--- src/rtl/cv32e40p_rf_scrub_pkg.sv ---
// Shared constants, state encoding and codeword helpers for the register-file
// background scrubber and its Hamming generator.
package cv32e40p_rf_scrub_pkg;

    localparam int unsigned ADDR_WIDTH     = 6;
    localparam int unsigned DATA_WIDTH     = 32;
    localparam int unsigned PAR_WIDTH      = 6;
    localparam int unsigned CODE_WIDTH     = DATA_WIDTH + PAR_WIDTH;
    localparam int unsigned DEF_NUM_WORDS  = 64;
    localparam int unsigned DEF_CNT_WIDTH  = 16;
    localparam int unsigned INTERVAL_WIDTH = 16;

    localparam logic [ADDR_WIDTH-1:0] FIRST_ADDR = 6'd1;

    typedef enum logic [2:0] {
        IDLE = 3'd0,
        WAIT = 3'd1,
        RD   = 3'd2,
        CHK  = 3'd3,
        WB   = 3'd4,
        ADV  = 3'd5
    } scrub_state_e;

    // Codeword positions (1-based) that are powers of two carry parity, the rest carry data.
    function automatic logic is_data_pos(input int unsigned pos);
        return (pos & (pos - 32'd1)) != 32'd0;
    endfunction

endpackage

--- src/rtl/cv32e40p_hammingGenerator.sv ---
// Hamming(38,32) encoder: codeword = {parity[5:0], data[31:0]}; parity bit i covers every
// data bit whose 1-based Hamming position has bit i set.
module cv32e40p_hammingGenerator
    import cv32e40p_rf_scrub_pkg::*;
(
    input  logic [DATA_WIDTH-1:0] data,
    output logic [CODE_WIDTH-1:0] code
);

    logic [PAR_WIDTH-1:0] par_s;
    logic [4:0]           idx_s;
    logic                 bit_s;

    // Walk positions 1..38, consuming data bits in order at the non-parity positions.
    always_comb begin
        par_s = '0;
        idx_s = 5'd0;
        bit_s = 1'b0;
        for (int unsigned pos = 1; pos <= CODE_WIDTH; pos++) begin
            bit_s = is_data_pos(pos) & data[idx_s];
            par_s = par_s ^ ({PAR_WIDTH{bit_s}} & pos[PAR_WIDTH-1:0]);
            idx_s = idx_s + {4'd0, is_data_pos(pos)};
        end
    end

    assign code = {par_s, data};

endmodule

--- src/rtl/cv32e40p_rf_scrubber.sv ---
// Background scrubber for the Hamming-protected register file: borrows idle cycles on
// read port C / write port B, re-encodes each entry and writes back corrected words.
module cv32e40p_rf_scrubber
    import cv32e40p_rf_scrub_pkg::*;
#(
    parameter int unsigned NUM_WORDS = DEF_NUM_WORDS,
    parameter int unsigned CNT_WIDTH = DEF_CNT_WIDTH
) (
    input  logic                      clk,
    input  logic                      rst,
    input  logic                      scrub_en_i,
    input  logic [INTERVAL_WIDTH-1:0] interval_i,
    input  logic                      clr_i,
    input  logic                      port_c_busy_i,
    output logic                      rsel_o,
    output logic [ADDR_WIDTH-1:0]     raddr_o,
    input  logic [CODE_WIDTH-1:0]     rdata_raw_i,
    input  logic [DATA_WIDTH-1:0]     rdata_corr_i,
    input  logic                      ded_i,
    input  logic                      core_we_a_i,
    input  logic [ADDR_WIDTH-1:0]     core_waddr_a_i,
    input  logic                      core_we_b_i,
    input  logic [ADDR_WIDTH-1:0]     core_waddr_b_i,
    output logic                      scrub_we_o,
    output logic [ADDR_WIDTH-1:0]     scrub_waddr_o,
    output logic [DATA_WIDTH-1:0]     scrub_wdata_o,
    output logic [CNT_WIDTH-1:0]      sec_cnt_o,
    output logic [CNT_WIDTH-1:0]      ded_cnt_o,
    output logic                      ded_flag_o,
    output logic [ADDR_WIDTH-1:0]     ded_addr_o,
    output logic                      busy_o
);

    localparam logic [ADDR_WIDTH-1:0] LAST_ADDR = ADDR_WIDTH'(NUM_WORDS - 1);

    scrub_state_e               state_r, state_nx_s;
    logic [ADDR_WIDTH-1:0]      ptr_r, raddr_r, waddr_r, ded_addr_r;
    logic [INTERVAL_WIDTH-1:0]  wait_r;
    logic [CODE_WIDTH-1:0]      raw_r, code_s;
    logic [DATA_WIDTH-1:0]      corr_r;
    logic                       ded_r, abort_r, ded_flag_r, busy_r;
    logic [CNT_WIDTH-1:0]       sec_cnt_r, ded_cnt_r;
    logic                       hit_s, rsel_s, we_s, capture_s, sec_inc_s, ded_evt_s;
    logic                       adv_s, load_wait_s;

    function automatic logic [CNT_WIDTH-1:0] sat_inc(input logic [CNT_WIDTH-1:0] v);
        return (&v) ? v : v + {{(CNT_WIDTH-1){1'b0}}, 1'b1};
    endfunction

    cv32e40p_hammingGenerator u_gen (
        .data (corr_r),
        .code (code_s)
    );

    // A core write to the entry in flight makes the captured copy stale.
    assign hit_s = (core_we_a_i && (core_waddr_a_i == ptr_r)) ||
                   (core_we_b_i && (core_waddr_b_i == ptr_r));

    // Next-state and per-cycle strobes; disabling the scrubber overrides everything.
    always_comb begin
        state_nx_s  = state_r;
        rsel_s      = 1'b0;
        we_s        = 1'b0;
        capture_s   = 1'b0;
        sec_inc_s   = 1'b0;
        ded_evt_s   = 1'b0;
        adv_s       = 1'b0;
        load_wait_s = 1'b0;
        if (!scrub_en_i) begin
            state_nx_s = IDLE;
        end else begin
            case (state_r)
                IDLE: begin
                    state_nx_s  = WAIT;
                    load_wait_s = 1'b1;
                end
                WAIT: begin
                    if (wait_r == {INTERVAL_WIDTH{1'b0}}) state_nx_s = RD;
                    else                                  state_nx_s = WAIT;
                end
                RD: begin
                    if (!port_c_busy_i) begin
                        rsel_s     = 1'b1;
                        capture_s  = 1'b1;
                        state_nx_s = CHK;
                    end else begin
                        state_nx_s = RD;
                    end
                end
                CHK: begin
                    if (ded_r) begin
                        ded_evt_s  = 1'b1;
                        state_nx_s = ADV;
                    end else if (abort_r || hit_s) begin
                        state_nx_s = ADV;
                    end else if (code_s != raw_r) begin
                        state_nx_s = WB;
                    end else begin
                        state_nx_s = ADV;
                    end
                end
                WB: begin
                    if (abort_r || hit_s) begin
                        state_nx_s = ADV;
                    end else if (core_we_b_i) begin
                        state_nx_s = WB;
                    end else begin
                        we_s       = 1'b1;
                        sec_inc_s  = 1'b1;
                        state_nx_s = ADV;
                    end
                end
                ADV: begin
                    adv_s       = 1'b1;
                    load_wait_s = 1'b1;
                    state_nx_s  = WAIT;
                end
                default: state_nx_s = IDLE;
            endcase
        end
    end

    // State, pointer, captured read data and event bookkeeping.
    always_ff @(posedge clk) begin
        if (rst) begin
            state_r    <= IDLE;
            ptr_r      <= FIRST_ADDR;
            raddr_r    <= '0;
            waddr_r    <= '0;
            wait_r     <= '0;
            raw_r      <= '0;
            corr_r     <= '0;
            ded_r      <= 1'b0;
            abort_r    <= 1'b0;
            sec_cnt_r  <= '0;
            ded_cnt_r  <= '0;
            ded_flag_r <= 1'b0;
            ded_addr_r <= '0;
            busy_r     <= 1'b0;
        end else begin
            state_r <= state_nx_s;
            raddr_r <= ptr_r;
            busy_r  <= (state_nx_s != IDLE) && (state_nx_s != WAIT);
            if (load_wait_s) begin
                wait_r <= interval_i;
            end else if ((state_r == WAIT) && (wait_r != {INTERVAL_WIDTH{1'b0}})) begin
                wait_r <= wait_r - {{(INTERVAL_WIDTH-1){1'b0}}, 1'b1};
            end else begin
                wait_r <= wait_r;
            end
            if (adv_s) begin
                ptr_r <= (ptr_r == LAST_ADDR) ? FIRST_ADDR : ptr_r + {{(ADDR_WIDTH-1){1'b0}}, 1'b1};
            end else begin
                ptr_r <= ptr_r;
            end
            if (capture_s) begin
                raw_r   <= rdata_raw_i;
                corr_r  <= rdata_corr_i;
                ded_r   <= ded_i;
                waddr_r <= ptr_r;
                abort_r <= hit_s;
            end else if ((state_r == CHK) || (state_r == WB)) begin
                abort_r <= abort_r | hit_s;
            end else begin
                abort_r <= 1'b0;
            end
            if (clr_i) begin
                sec_cnt_r  <= '0;
                ded_cnt_r  <= '0;
                ded_flag_r <= 1'b0;
            end else begin
                sec_cnt_r  <= sec_inc_s ? sat_inc(sec_cnt_r) : sec_cnt_r;
                ded_cnt_r  <= ded_evt_s ? sat_inc(ded_cnt_r) : ded_cnt_r;
                ded_flag_r <= ded_flag_r | ded_evt_s;
            end
            if (ded_evt_s) begin
                ded_addr_r <= ptr_r;
            end else begin
                ded_addr_r <= ded_addr_r;
            end
        end
    end

    assign rsel_o        = rsel_s & ~rst;
    assign scrub_we_o    = we_s & ~rst;
    assign raddr_o       = raddr_r;
    assign scrub_waddr_o = waddr_r;
    assign scrub_wdata_o = corr_r;
    assign sec_cnt_o     = sec_cnt_r;
    assign ded_cnt_o     = ded_cnt_r;
    assign ded_flag_o    = ded_flag_r;
    assign ded_addr_o    = ded_addr_r;
    assign busy_o        = busy_r;

endmodule

--- config.mk ---
export PLATFORM = sky130hd
export DESIGN_NAME = cv32e40p_rf_scrubber
export DESIGN_NICKNAME = d
export VERILOG_FILES = /design/src/rtl/cv32e40p_rf_scrub_pkg.sv /design/src/rtl/cv32e40p_hammingGenerator.sv /design/src/rtl/cv32e40p_rf_scrubber.sv
export SDC_FILE = /design/constraint.sdc
export NUM_CORES = 1
export LEC_CHECK = 0
export CORE_MARGIN = 1
export CORE_UTILIZATION = 44
export CTS_BUF_LIST = sky130_fd_sc_hd__clkbuf_16
export CTS_CLUSTER_DIAMETER = 150
export CTS_CLUSTER_SIZE = 28
export DETAILED_ROUTE_END_ITERATION = 10
export PLACE_DENSITY_LB_ADDON = 0.1
export SLEW_MARGIN = 30
export SYNTH_ARGS = -nofsm -noshare
export SYNTH_HDL_FRONTEND = slang
export SYNTH_SLANG_ARGS = --single-unit
--- constraint.sdc ---
create_clock -name clk -period 2 [get_ports clk]
set_clock_uncertainty 0.1 [all_clocks]
set_input_delay 0.4 -clock clk [delete_from_list [all_inputs] [get_ports clk]]
set_output_delay 0.4 -clock clk [all_outputs]
set_load 0.05 [all_outputs]
After elaboration in Yosys (flattened, before gate mapping)
Index checks and enable logic that the tools add are counted.
Storage, ports and cells
  register bits: 149
  input bits: 106
  output and inout port bits: 86
  word-level logic and storage cells: 112
Cells by class
  add/subtract/negate cells: 4
  equal/unequal tests: 10
  muxes and demuxes: 28
  bitwise logic cells: 38
  reductions and logical operators: 18
Operators with widths (number)
  bitwise XOR 6 x 5 -> 6 bit: 15
  bitwise XOR 6 x 4 -> 6 bit: 7
  inequality test 38 bit: 1
  bitwise XOR 6 bit: 6
  adder 16 x 1 -> 16 bit, second input constant: 2
  2-to-1 mux 16 bit: 2
  AND reduction 16 bit: 2
  2-to-1 mux 1 bit: 22
  logical NOT 16 bit: 1
  nonzero test 16 bit: 1
  subtractor 16 x 1 -> 16 bit, second input constant: 1
  one-hot mux 3 bit (5 select lines): 1
  equality test 6 bit: 2
  bitwise XOR 6 x 3 -> 6 bit: 2
  adder 6 x 1 -> 6 bit, second input constant: 1
  equality test 3 x 2 -> 1 bit, second input constant: 2
  equality test 3 bit, second input constant: 2
  equality test 6 bit, second input constant: 1
  2-to-1 mux 6 bit: 1
  logical AND 1 bit: 4
  AND reduction 2 bit: 2
  OR reduction 2 bit: 2
  equality test 3 x 1 -> 1 bit, second input constant: 1
  logical NOT 3 bit: 1
  10 further kinds: 16

Depth between registers and ports, before layout
Gate-level depths: netlist (run 1).
  depth after elaboration: 39
  depth in mapped cells: 9
  depth with buffers taken out: 8

Hierarchy
A second synthesis (run 1) with hierarchy kept.
Unflattened totals
  cell total of the unflattened synthesis: 834
  area, all modules: 7370.8 um^2
Modules (own cells, without submodules)
  cv32e40p_rf_scrubber: instances 1, cells each 748, area each 6587.6 um^2, sequential area each 2982.9 um^2
  cv32e40p_hammingGenerator: instances 1, cells each 86, area each 783.3 um^2, sequential area each 0.0 um^2

Worst setup path after synthesis (run 1)
Ideal clock, no wire load.
  path kind: input-to-output
  start: input port scrub_en_i
  end: output port rsel_o
  arrival time: 2.178 ns
  data required time: 1.500 ns
  path slack: -0.678 ns
  stages: 3
  buffers on the path: 1
  path through: clkbuf_1 -> or3b_2 -> nor3_1
Between the ends
  word-level cells in the longest chain between the ends: 2
RTL lines
  start: declaration: line cv32e40p_rf_scrubber.sv:11  | input logic scrub_en_i,
  2-to-1 mux 1 bit: line cv32e40p_rf_scrubber.sv:69  | if (!scrub_en_i) begin
  bitwise AND 1 bit: line cv32e40p_rf_scrubber.sv:184  | assign rsel_o = rsel_s & ~rst;
  end: declaration: line cv32e40p_rf_scrubber.sv:15  | output logic rsel_o,
No other way between the ends.

Final worst setup path (run 1)
  start: input port core_waddr_b_i[4]
  end: output port scrub_we_o
Between the ends
  word-level cells in the longest chain between the ends: 8
RTL lines
  start: declaration: line cv32e40p_rf_scrubber.sv:23  | input logic [ADDR_WIDTH-1:0] core_waddr_b_i,
  equality test 6 bit: line cv32e40p_rf_scrubber.sv:57  | (core_we_b_i && (core_waddr_b_i == ptr_r));
  logical AND 1 bit: line cv32e40p_rf_scrubber.sv:57
  logical OR 1 bit: line cv32e40p_rf_scrubber.sv:56  | assign hit_s = (core_we_a_i && (core_waddr_a_i == ptr_r)) ||
  logical OR 1 bit: line cv32e40p_rf_scrubber.sv:103  | if (abort_r || hit_s) begin
  2-to-1 mux 1 bit: line cv32e40p_rf_scrubber.sv:103
  2-to-1 mux 1 bit: line cv32e40p_rf_scrubber.sv:72  | case (state_r)
  2-to-1 mux 1 bit: line cv32e40p_rf_scrubber.sv:69
  bitwise AND 1 bit: line cv32e40p_rf_scrubber.sv:185  | assign scrub_we_o = we_s & ~rst;
  end: declaration: line cv32e40p_rf_scrubber.sv:24  | output logic scrub_we_o,
No other way between the ends.

==> results of run 1 <==
[how the worst min path moves through the flow]
| stage | start | to | slack [ns] |
|---|---|---|---|
| after detailed placement | scrub_waddr_o[2]$_SDFFE_PP0P_ | scrub_waddr_o[2]$_SDFFE_PP0P_ | 0.35 |
| after CTS | rst | state_r[1]$_SDFF_PP0_ | 0.19 |
| after floorplan | raw_r[32]$_SDFFE_PP0P_ | raw_r[32]$_SDFFE_PP0P_ | 0.34 |
| after global routing | rst | state_r[1]$_SDFF_PP0_ | 0.19 |
| final | rst | state_r[1]$_SDFF_PP0_ | 0.20 |
| after global placement | scrub_waddr_o[2]$_SDFFE_PP0P_ | scrub_waddr_o[2]$_SDFFE_PP0P_ | 0.34 |
[report_power, final]
group	switching, µW	internal, µW
Clock	1210	2130
Sequential	41.0	2980
Combinational	240	352
Total	1490	5460
[critical path, stage by stage]
cell and delay (ns):
clkdlybuf4s50_1 0.47, xnor2_1 0.11, nand4_1 0.15, o221a_4 0.28, and3_4 0.19, buf_8 0.14
[placed cells by master, fill, tap and decap left out, types with 7 or more instances in the layout]
master           Yosys  final
a211oi_1            11      9
a21oi_1             86     86
and2_1               9      8
and4_1               7      7
buf_4                0    160
clkbuf_16            0     19
clkdlybuf4s50_1      0     93
dfxtp_1            149     92
dfxtp_2              0     36
dfxtp_4              0     21
dlygate4sd2_1        0     31
inv_1                9     13
mux2i_1             11     11
nand2_1            172    171
nand3_1             22     20
nand4_1             11     11
nor2_1              70     69
nor2b_1              8      8
nor3_1               8      7
nor4_1              19      7
nor4_2               0      9
o21ai_0              9      9
xnor2_1             77     71
xor2_1              56     55
[stage by stage]
step | instance area, µm² | utilization (%) | TNS [ns]
after global routing | 10900 | 70.3 | -2.06
final | 10900 | 70.3 | -0.576
after global placement | 9870 | 64.0 | -33.42
after floorplan | 7270 | - | -0.0377
after detailed placement | 9870 | 64.0 | -34.96
after CTS | 10600 | 68.5 | -0.475
[cell type report]
class / instances / share of cell area (%)
Sequential cell: 149 / 28.6
Multi-Input combinational cell: 643 / 38.7
Timing Repair Buffer: 298 / 24.3
Inverter: 9 / 0.311
Clock inverter: 14 / 1.55
Tap cell: 211 / 2.43
Clock buffer: 18 / 4.15
[registers in the layout, summed over array words and instances, names as in the netlist]
name and cells:
raw_r 38, ded_r 1, scrub_waddr_o 6, ded_addr_o 6, ded_flag_o 1, busy_o 1, raddr_o 6, ded_cnt_o 16
state_r 3, scrub_wdata_o 32, wait_r 16, ptr_r 6, abort_r 1, sec_cnt_o 16
[cells by family after synthesis]
logic type      Yosys count
flops                   149
mux                      11
buf+inv                  58
xor+xnor                138
simple gates            362
compound gates          128
fa+ha+maj                 4
[repair_timing]
action,4_1_cts,5_1_grt
pin swaps,12,32
resized for setup,51,47
cloned,0,1
hold endpoints to repair,0,0
setup buffers,6,3
endpoints found under the setup margin,26,109
[per-layer routing]
layer | vias to the layer above | share of wire, % | track usage [%]
met3 | 19 | 6.1 | 6.82
met4 | 2 | 1.3 | 7.34
met2 | 187 | 49 | 41.7
met1 | 3184 | 44 | 31.4
li1 | 3400 | - | -
met5 | - | 0.062 | 0
==> results by group, run 1 <==
Pwr
  • P per Cell Area: 640 nW/µm²
  • PnR Total Power: just under 7000 µW
  • Leakage power: 0.00442 µW
  • VDD IR-drop max: 593 µV

Yosys
  • Count leader, synth: nand2_1
  • Syn. warnings: 0
  • EDFF count, synth: 0
  • Synthesized area: roughly 7000 µm²
  • Distinct cell type count of the synthesized netlist: 50
  • XOR/XNOR Fraction of Synth Area: 18.1%
  • Main synth FF type: dfxtp_1
  • Simple-Gate Fraction of Synth Area: a little under a quarter
  • Post-synth top cells: 172 x nand2_1, 149 x dfxtp_1, 86 x a21oi_1, 77 x xnor2_1, 70 x nor2_1
  • Post-synth ARST share: 0%
  • Top cell type's share of synthesized area: 42.2%
  • Sequential area share after synthesis: 42.2%
  • Mux contribution to synthesized area: 1.56%
  • Syn nets: 960
  • Synth Area in Compound Gates: 10.6%
  • Synth area leaders: dfxtp_1 42%, xnor2_1 9.5%, nand2_1 9.1%
  • Syn avg cell area: just over 8 µm²
  • Largest area contributor in the netlist: dfxtp_1
  • Main combinational cell family by area after synthesis: simple AND/OR/NAND/NOR gates
  • Synth Area in Adders: 0.708%
  • Flops & latches, synth: 149
  • Syn Inst Count: 850

Finish
  • Final Net Count: 1228
  • Fillers: 1303
  • Layout cell share with drive strength beyond 1: 27.2%
  • Final Non-Filler Cells: about 1300
  • # diodes: 0
  • Area of the multi-input gates: ~4200 µm²
  • Area grow syn2layout: 53.6%
  • Reg area: 3110 µm²

STA
  • Final Cycle Share: 112%
  • Final Hold Viols: 0
  • Slew Limit Fails: 0
  • Fin worst setup slack: -0.248 ns
  • Worst slew margin: 41.1%
  • Endpoints failing setup: 7
  • Minimum clock period: 2.25 ns
  • RSZ-0062 raised after global routing: true
  • Hold_ws: 0.204 ns
  • Slew @ Worst Pin: roughly 0.88 ns
  • Fmax: 0.445 GHz

Setup path
  • Register-to-register setup slack: -0.15 ns
  • R2R cell count: 7
  • Critical-path maximum fanout: 2
  • Setup crit start: core_waddr_b_i[4]
  • Worst setup EP type: output pin
  • CP endpoint: scrub_we_o
  • RR Startpoint: scrub_wdata_o[27]$_SDFFE_PP0P_
  • Startpoint types: input pin
  • Crit Reg-Reg Endpoint: state_r[0]$_SDFF_PP0_
  • WP data required: 1.50 ns
  • CP Class: in2out
  • Crit path DAT: 1.75 ns

CTS
  • CTS tree: built
  • Clk sinks: 149
  • CTS H-Tree Depth: 4
  • Clk buf depth: 2
  • CTS root buf: clkbuf_16
  • CTS clk-pin slew, worst paths: 0.05 ns
  • Hold_buf cts: 0
  • Total clock buffers created by CTS: 17
  • Skew-Pair Late Insertion Delay: 0.43 ns

Route
  • Total number of vias: 6792
  • ANT nets after route: 0
  • Routed length per instance: 15.6 µm
  • Number of detailed-route iterations in the first pass: 5
  • Final wirelength: 20.9 mm
  • Drc violations: 0
  • Drt initial violations: 303
  • Via density: 5.06

Global routing
  • Vias in the first global route: 6367
  • All-Layer GR Usage: 24.9%
  • Largest net degree at the start of global routing: 80
  • Global-route wire length before repair: ~32 mm
  • Overflow left after global routing: 0
  • Initial antenna violation count: 1

Job
  • Max_cap viols: 0

Placement
  • Port Buffers: ~190
  • Placed cells: about 1300
  • Final weighted congestion in routability-driven placement: 0.841
  • Setup WS pre-CTS: -0.469 ns
  • Post-DP HPWL: 14.4 mm

Die
  • Die Y: 129 µm
  • Core area: 15400 µm²
  • IO Pins: 192
  • DIE AREA: between 15000 and 20000 µm²
  • Cell Rows: 45
  • Die Wd: 129 µm
  • Initial Util: 45.8%

Status
  • Failing checks: setup timing
  • Run status: finished with violations

Hold path
  • Worst hold path cell count: 3
  • Hold Crit Class: in2reg
Note: power is estimated with default switching activity, not from simulation.
==> run 2: changes to the inputs <==
Settings changed: GPL_TIMING_DRIVEN from default to 1.
==> results of run 2 <==
Final layout, timing and power as in run 1 (identical DEF).
==> run 3: changes to the inputs <==
Settings changed: CAP_MARGIN from default to 20.
==> results of run 3 <==
Final layout, timing and power as in run 1 (identical DEF).
